**config.mk**
```make
export PLATFORM = sky130hd
export DESIGN_NAME = seven_segment_scan
export DESIGN_NICKNAME = d
export VERILOG_FILES = /design/src/rtl/seven_seg_pkg.sv /design/src/rtl/hex_to_7seg.sv /design/src/rtl/seven_segment_scan.sv
export SDC_FILE = /design/constraint.sdc
export NUM_CORES = 1
export LEC_CHECK = 0
export BUFFER_PORTS_ARGS = -buffer_cell sky130_fd_sc_hd__buf_2
export CAP_MARGIN = 20
export CORE_ASPECT_RATIO = 0.6
export CORE_MARGIN = 1.5
export CORE_UTILIZATION = 40
export CTS_CLUSTER_DIAMETER = 50
export DETAILED_ROUTE_END_ITERATION = 16
export SYNTH_ARGS = -nofsm -noshare
export SYNTH_HDL_FRONTEND = slang
export SYNTH_SLANG_ARGS = --single-unit
```
**constraint.sdc**
```tcl
create_clock -name i_clk -period 2.99 [get_ports i_clk]
set_clock_uncertainty 0.1 [all_clocks]
set_input_delay 0.598 -clock i_clk [delete_from_list [all_inputs] [get_ports i_clk]]
set_output_delay 0.598 -clock i_clk [all_outputs]
set_load 0.05 [all_outputs]
```
**src/rtl/seven_seg_pkg.sv**
```systemverilog
// Shared segment definitions for the multiplexed hex display.
package seven_seg_pkg;

  // Segment bit positions within a 7-bit GFEDCBA word.
  localparam int unsigned SEG_A = 0;
  localparam int unsigned SEG_B = 1;
  localparam int unsigned SEG_C = 2;
  localparam int unsigned SEG_D = 3;
  localparam int unsigned SEG_E = 4;
  localparam int unsigned SEG_F = 5;
  localparam int unsigned SEG_G = 6;
  localparam int unsigned SEG_W = SEG_G - SEG_A + 1;

  // All segments dark, active-high encoding.
  localparam logic [SEG_W-1:0] SEG_OFF = 7'h00;

  // Active-high glyphs indexed by nibble value: 0..9, A, b, C, d, E, F.
  localparam logic [15:0][SEG_W-1:0] GLYPH_TABLE = {
    7'h71, 7'h79, 7'h5E, 7'h39, 7'h7C, 7'h77, 7'h67, 7'h7F,
    7'h07, 7'h7D, 7'h6D, 7'h66, 7'h4F, 7'h5B, 7'h06, 7'h3F
  };

endpackage

```
**src/rtl/hex_to_7seg.sv**
```systemverilog
// Combinational nibble-to-glyph decoder with a blanking input.
module hex_to_7seg
  import seven_seg_pkg::*;
(
  input  logic [3:0]       i_nibble,
  input  logic             i_blank,
  output logic [SEG_W-1:0] o_seg
);

  // Blank wins over the glyph lookup.
  always_comb begin
    o_seg = SEG_OFF;
    if (!i_blank) begin
      o_seg = GLYPH_TABLE[i_nibble];
    end
  end

endmodule

```
**src/rtl/seven_segment_scan.sv**
```systemverilog
// Time-multiplexed hex display scanner with ghost blanking, frame-synchronous
// value update and optional leading-zero suppression.
module seven_segment_scan
  import seven_seg_pkg::*;
#(
  parameter int unsigned NUM_DIGITS     = 4,
  parameter int unsigned SCAN_DIV       = 25000,
  parameter int unsigned GHOST_CYC      = 250,
  parameter bit          SEG_ACTIVE_LOW = 1'b1,
  parameter bit          DIG_ACTIVE_LOW = 1'b0,
  parameter bit          LZ_BLANK       = 1'b1
) (
  input  logic                    i_clk,
  input  logic                    i_rst_n,
  input  logic [4*NUM_DIGITS-1:0] i_value,
  input  logic                    i_load,
  output logic [SEG_W-1:0]        o_seg,
  output logic [NUM_DIGITS-1:0]   o_dig_en,
  output logic                    o_frame
);

  localparam int unsigned CNT_W = $clog2(SCAN_DIV);
  localparam int unsigned IDX_W = (NUM_DIGITS > 1) ? $clog2(NUM_DIGITS) : 1;

  localparam logic [CNT_W-1:0] CNT_LAST  = CNT_W'(SCAN_DIV - 1);
  localparam logic [CNT_W-1:0] CNT_GHOST = CNT_W'(GHOST_CYC);
  localparam logic [IDX_W-1:0] IDX_LAST  = IDX_W'(NUM_DIGITS - 1);

  // Output levels meaning "nothing lit" after polarity adjustment.
  localparam logic [SEG_W-1:0]      SEG_IDLE = SEG_ACTIVE_LOW ? ~SEG_OFF : SEG_OFF;
  localparam logic [NUM_DIGITS-1:0] DIG_IDLE = DIG_ACTIVE_LOW ? {NUM_DIGITS{1'b1}}
                                                              : {NUM_DIGITS{1'b0}};

  logic [CNT_W-1:0]        cnt_q, cnt_d;
  logic [IDX_W-1:0]        idx_q, idx_d;
  logic [4*NUM_DIGITS-1:0] pend_q, pend_d;
  logic [4*NUM_DIGITS-1:0] disp_q, disp_d;
  logic [SEG_W-1:0]        seg_q, seg_d;
  logic [NUM_DIGITS-1:0]   dig_q, dig_d;
  logic                    frame_q, frame_d;

  logic                    frame_wrap;
  logic [3:0]              cur_nibble;
  logic                    cur_blank;
  logic [SEG_W-1:0]        cur_glyph;

  assign frame_wrap = (cnt_q == CNT_LAST) && (idx_q == IDX_LAST);

  // Slot counter, digit index and the two-stage value pipeline.
  always_comb begin
    cnt_d  = cnt_q + 1'b1;
    idx_d  = idx_q;
    pend_d = pend_q;
    disp_d = disp_q;
    if (cnt_q == CNT_LAST) begin
      cnt_d = '0;
      idx_d = (idx_q == IDX_LAST) ? '0 : idx_q + 1'b1;
    end
    // Display takes the pending value from before this edge, so a load on the
    // boundary cycle lands one frame later.
    if (frame_wrap) begin
      disp_d = pend_q;
    end
    if (i_load) begin
      pend_d = i_value;
    end
  end

  // Select the active digit and decide leading-zero blanking.
  always_comb begin
    cur_nibble = disp_q[{idx_q, 2'b00} +: 4];
    cur_blank  = LZ_BLANK && (idx_q != '0) && ((disp_q >> {idx_q, 2'b00}) == '0);
  end

  hex_to_7seg u_hex_to_7seg (
    .i_nibble (cur_nibble),
    .i_blank  (cur_blank),
    .o_seg    (cur_glyph)
  );

  // Registered outputs: ghost interval dark, otherwise the indexed digit.
  always_comb begin
    seg_d   = SEG_IDLE;
    dig_d   = DIG_IDLE;
    frame_d = (cnt_q == '0) && (idx_q == '0);
    if (cnt_q >= CNT_GHOST) begin
      seg_d = cur_glyph ^ {SEG_W{SEG_ACTIVE_LOW}};
      dig_d = (NUM_DIGITS'(1) << idx_q) ^ {NUM_DIGITS{DIG_ACTIVE_LOW}};
    end
  end

  // State and output registers with asynchronous clear.
  always_ff @(posedge i_clk or negedge i_rst_n) begin
    if (!i_rst_n) begin
      cnt_q   <= '0;
      idx_q   <= '0;
      pend_q  <= '0;
      disp_q  <= '0;
      seg_q   <= SEG_IDLE;
      dig_q   <= DIG_IDLE;
      frame_q <= 1'b0;
    end else begin
      cnt_q   <= cnt_d;
      idx_q   <= idx_d;
      pend_q  <= pend_d;
      disp_q  <= disp_d;
      seg_q   <= seg_d;
      dig_q   <= dig_d;
      frame_q <= frame_d;
    end
  end

  assign o_seg    = seg_q;
  assign o_dig_en = dig_q;
  assign o_frame  = frame_q;

endmodule

```
==> results_tabular.tex <==
\begin{tabular}{lr}
\hline
Metric & Value \\
\hline
\multicolumn{2}{l}{\textbf{Status}} \\
Run status & completed \\
\multicolumn{2}{l}{\textbf{Timing}} \\
RSZ-0062 raised after global routing & no \\
Setup slack of the critical path after layout & 0.3295 ns \\
Relative slew slack & 56.32\% \\
Pin slew with the least headroom to its limit & 0.6491 ns \\
Fin. max-slew vios & 0 \\
Fmax & 375.9 MHz \\
Period minus WS final & 2.661 ns \\
Number of hold violations in the final report & 0 \\
Setup-violating endpoint count in the final report & 0 \\
Period utilisation layout & 88.98\% \\
Post-Route Setup TNS & 0 ns \\
WHS & 0.1699 ns \\
\multicolumn{2}{l}{\textbf{Setup path}} \\
Setup slack of the most critical reg-to-reg path & 0.33 ns \\
Classification of the worst setup path & reg2reg \\
Chain of cells forming the critical path & mux4\_2 > inv\_1 > ha\_1 > or4b\_2 > o31a\_1 > o311ai\_0 \\
Kind of end point of the critical path & flip-flop \\
Worst reg-to-reg path cell count & 6 \\
Launching element of the worst setup path & idx\_q[0] \\
Worst reg2reg endpoint & o\_seg[2] \\
Largest fanout of any net on the critical path & 7 \\
CP arrival & 2.77 ns \\
Worst path required time & 3.10 ns \\
R2r startpoint & idx\_q[0] \\
Setup crit start kind & flip-flop \\
Max incr delay on CP & 0.59 ns \\
Slowest library cell on the worst path & sky130\_fd\_sc\_hd\_\_mux4\_2 \\
\multicolumn{2}{l}{\textbf{Drt}} \\
Number of DRC markers after the initial detailed-route iteration & 107 \\
Routed length per placed instance & 15.51 µm \\
Total length of routed wires & 5461 µm \\
DRC violations left & 0 \\
Detailed-route vias per instance & 5.131 \\
Number of iterations in the first detailed-routing pass & 6 \\
Via total after detailed routing & 1806 \\
Post-detailed-route count of antenna-violating nets & 0 \\
\multicolumn{2}{l}{\textbf{Power and ir drop}} \\
Reported leakage power & 1.585 nW \\
Max IR drop VDD & 334.4 µV \\
Power density normalized to cell area & 550.4 nW/µm² \\
Total Power & 0.001878 W \\
\multicolumn{2}{l}{\textbf{Finish}} \\
Net count of the finished layout & 293 \\
Total non-filler cell area in the finished layout & 3412 µm² \\
Diodes inserted & 0 \\
Area added between synthesis and finish & 18.62\% \\
Fraction of final layout cells with drive strength greater than 1 & 36.98\% \\
\multicolumn{2}{l}{\textbf{Clock network}} \\
Number of setup buffers added after CTS & 0 \\
Post-CTS clock slew at the launch and capture registers of the worst setup and hold paths & 0.05 ns \\
Number of clock sinks seen by CTS & 61 \\
Number of H-tree levels & 3 \\
Number of clock buffers inserted by TritonCTS & 9 \\
CTS hold repair buffers & 0 \\
Clock latency of the later-clocked register in the worst-skew pair & 0.32 ns \\
Number of resized instances in the post-cts repair step & 0 \\
Buffer levels on the longest clock path & 2 \\
CTS tree & built \\
CTS root buffer & sky130\_fd\_sc\_hd\_\_clkbuf\_16 \\
\multicolumn{2}{l}{\textbf{Placement}} \\
Post-Place Cell Area & 3127 µm² \\
Detailed-placement wirelength estimate & 4001 µm \\
Pre-CTS setup slack & 0.3428 ns \\
Weighted congestion at the end of routability-driven global placement & 0.8294 \\
Count of buffers from port buffering & 30 \\
\multicolumn{2}{l}{\textbf{Yosys}} \\
Synthesized netlist cell count & 225 \\
Top-area cell type share of the netlist area & 46.98\% \\
Number of synthesized register bits & 61 \\
Net Count, Synth & 256 \\
Average footprint of a synthesized cell & 12.78 µm² \\
Combined area of all synthesized cells & 2877 µm² \\
Cell type with the highest aggregate area in the netlist & sky130\_fd\_sc\_hd\_\_dfrtp\_1 \\
Async S/R FF share, synth & 100.0\% \\
Synthesis warning total & 0 \\
Number of enable-type register cells in the synthesized netlist & 0 \\
Most used DFF post-synth & sky130\_fd\_sc\_hd\_\_dfrtp\_1 \\
Count of unique library cells instantiated by Yosys & 43 \\
Largest cells by area after synthesis & sky130\_fd\_sc\_hd\_\_dfrtp\_1 (47\%), sky130\_fd\_sc\_hd\_\_mux2\_2 (9.4\%), sky130\_fd\_sc\_hd\_\_dfstp\_2 (6.4\%) \\
Register area share after synthesis & 53.37\% \\
\multicolumn{2}{l}{\textbf{Floorplanning}} \\
Starting density of the core & 42.18\% \\
I/O pin cnt & 31 \\
Number of placement rows & 23 \\
Vertical extent of the die & 68.69 µm \\
Area of the core & 6820 µm² \\
Overall die area & 7726 µm² \\
Chip Width & 112.5 µm \\
\multicolumn{2}{l}{\textbf{Min path}} \\
Min-delay worst type & in2async \\
\multicolumn{2}{l}{\textbf{Global routing}} \\
Global-route usage over all layers & 16.42\% \\
Wire length of the first global-routing pass & 9190 µm \\
Maximum number of pins on one net before global-route repair & 27 \\
Initial antenna violation count & 0 \\
Total global routing overflow & 0 \\
Number of global-route vias before repair & 1740 \\
\multicolumn{2}{l}{\textbf{Run}} \\
\# Max-Cap Violations & 0 \\
\hline
\end{tabular}
## how the worst max path moves through the flow
stage	end	slack [ns]
floorplan	o_seg[2]	0.32
global placement	o_seg[2]	0.42
detailed placement	o_seg[2]	0.34
CTS	o_seg[2]	0.33
global route	o_seg[2]	0.18
finish	o_seg[2]	0.33
## layer usage
metal | up-vias | GRT usage (%) | wire length [µm]
met2 | 54 | 20.25 | 2031
met3 | 14 | 6.294 | 327
li1 | 865 | - | -
met1 | 873 | 24.61 | 3002
met4 | 0 | 7.595 | 99
met5 | - | 0 | 0
## power breakdown
part / switching, W / internal [W] / leakage (nW)
registers: 0.0000126 / 0.000850 / 0.777
logic: 0.0000275 / 0.0000294 / 0.664
clock network: 0.000321 / 0.000638 / 0.144
total: 0.000361 / 0.00152 / 1.58
## cell families after synthesis
| kind of cell | Yosys count | share of synthesized area [%] |
|---|---|---|
| XOR/XNOR | 13 | 3.958 |
| adder cells (fa/ha/maj) | 12 | 5.220 |
| flip-flops | 61 | 53.37 |
| buffers and inverters | 16 | 2.392 |
| AND/OR/NAND/NOR | 63 | 11.79 |
| AO/OA/AOI/OAI | 18 | 4.133 |
| multiplexers | 42 | 19.14 |
## stage by stage
stage | std cells | utilization (%)
global placement | 338 | 45.84
CTS | 352 | 50.03
floorplan | 225 | -
detailed placement | 338 | 45.84
global route | 352 | 50.03
finish | 352 | 50.03
## worst max-delay path: cells and delay by family, from the launching register on
family / cells / cell delay (ns)
fa+ha+maj: 1 / 0.19
compound gates: 2 / 0.51
simple gates: 1 / 0.59
mux: 1 / 0.59
buf+inv: 1 / 0.17
flops: 1 / 0.40
## placed cells by master, fill, tap and decap left out, drive strengths merged, types with 2 or more instances in the layout
cell / count
and3: 2
xor2: 8
buf: 34
mux4: 4
inv: 8
or4: 2
and2: 5
a21oi: 3
nand4: 2
xnor2: 5
nor4: 4
mux2i: 4
dfrtp: 54
o2111ai: 2
nand2: 16
clkbuf: 13
nand3: 7
mux2: 34
ha: 12
nor2: 15
dfstp: 7
nor3: 3
o21ai: 6
## synth_stat cells (6+ instances only)
cell and n:
sky130_fd_sc_hd__nor2_1 15, sky130_fd_sc_hd__dfstp_2 7, sky130_fd_sc_hd__xor2_1 8, sky130_fd_sc_hd__o21ai_0 6
sky130_fd_sc_hd__nand2_1 15, sky130_fd_sc_hd__inv_1 8, sky130_fd_sc_hd__nand3_1 7, sky130_fd_sc_hd__mux2_2 24
sky130_fd_sc_hd__dfrtp_1 54, sky130_fd_sc_hd__ha_1 12, sky130_fd_sc_hd__mux2_4 10
## sequential cells by signal, indices dropped and copies added (netlist names)
name and flops:
cnt_q 15, o_frame 1, pend_q 16, o_dig_en 4
o_seg 7, disp_q 16, idx_q 2
## area by class of cell
cell class | count | area (µm²)
fillers | 601 | 3408
flip-flops and latches | 61 | 1535
multi-input cells | 148 | 1272
clock buffers | 13 | 280.3
repair buffers | 34 | 180.2
well taps | 87 | 108.9
inverters | 8 | 30.03
clock inverters | 1 | 5.005
(Power assumes the default switching activity.)
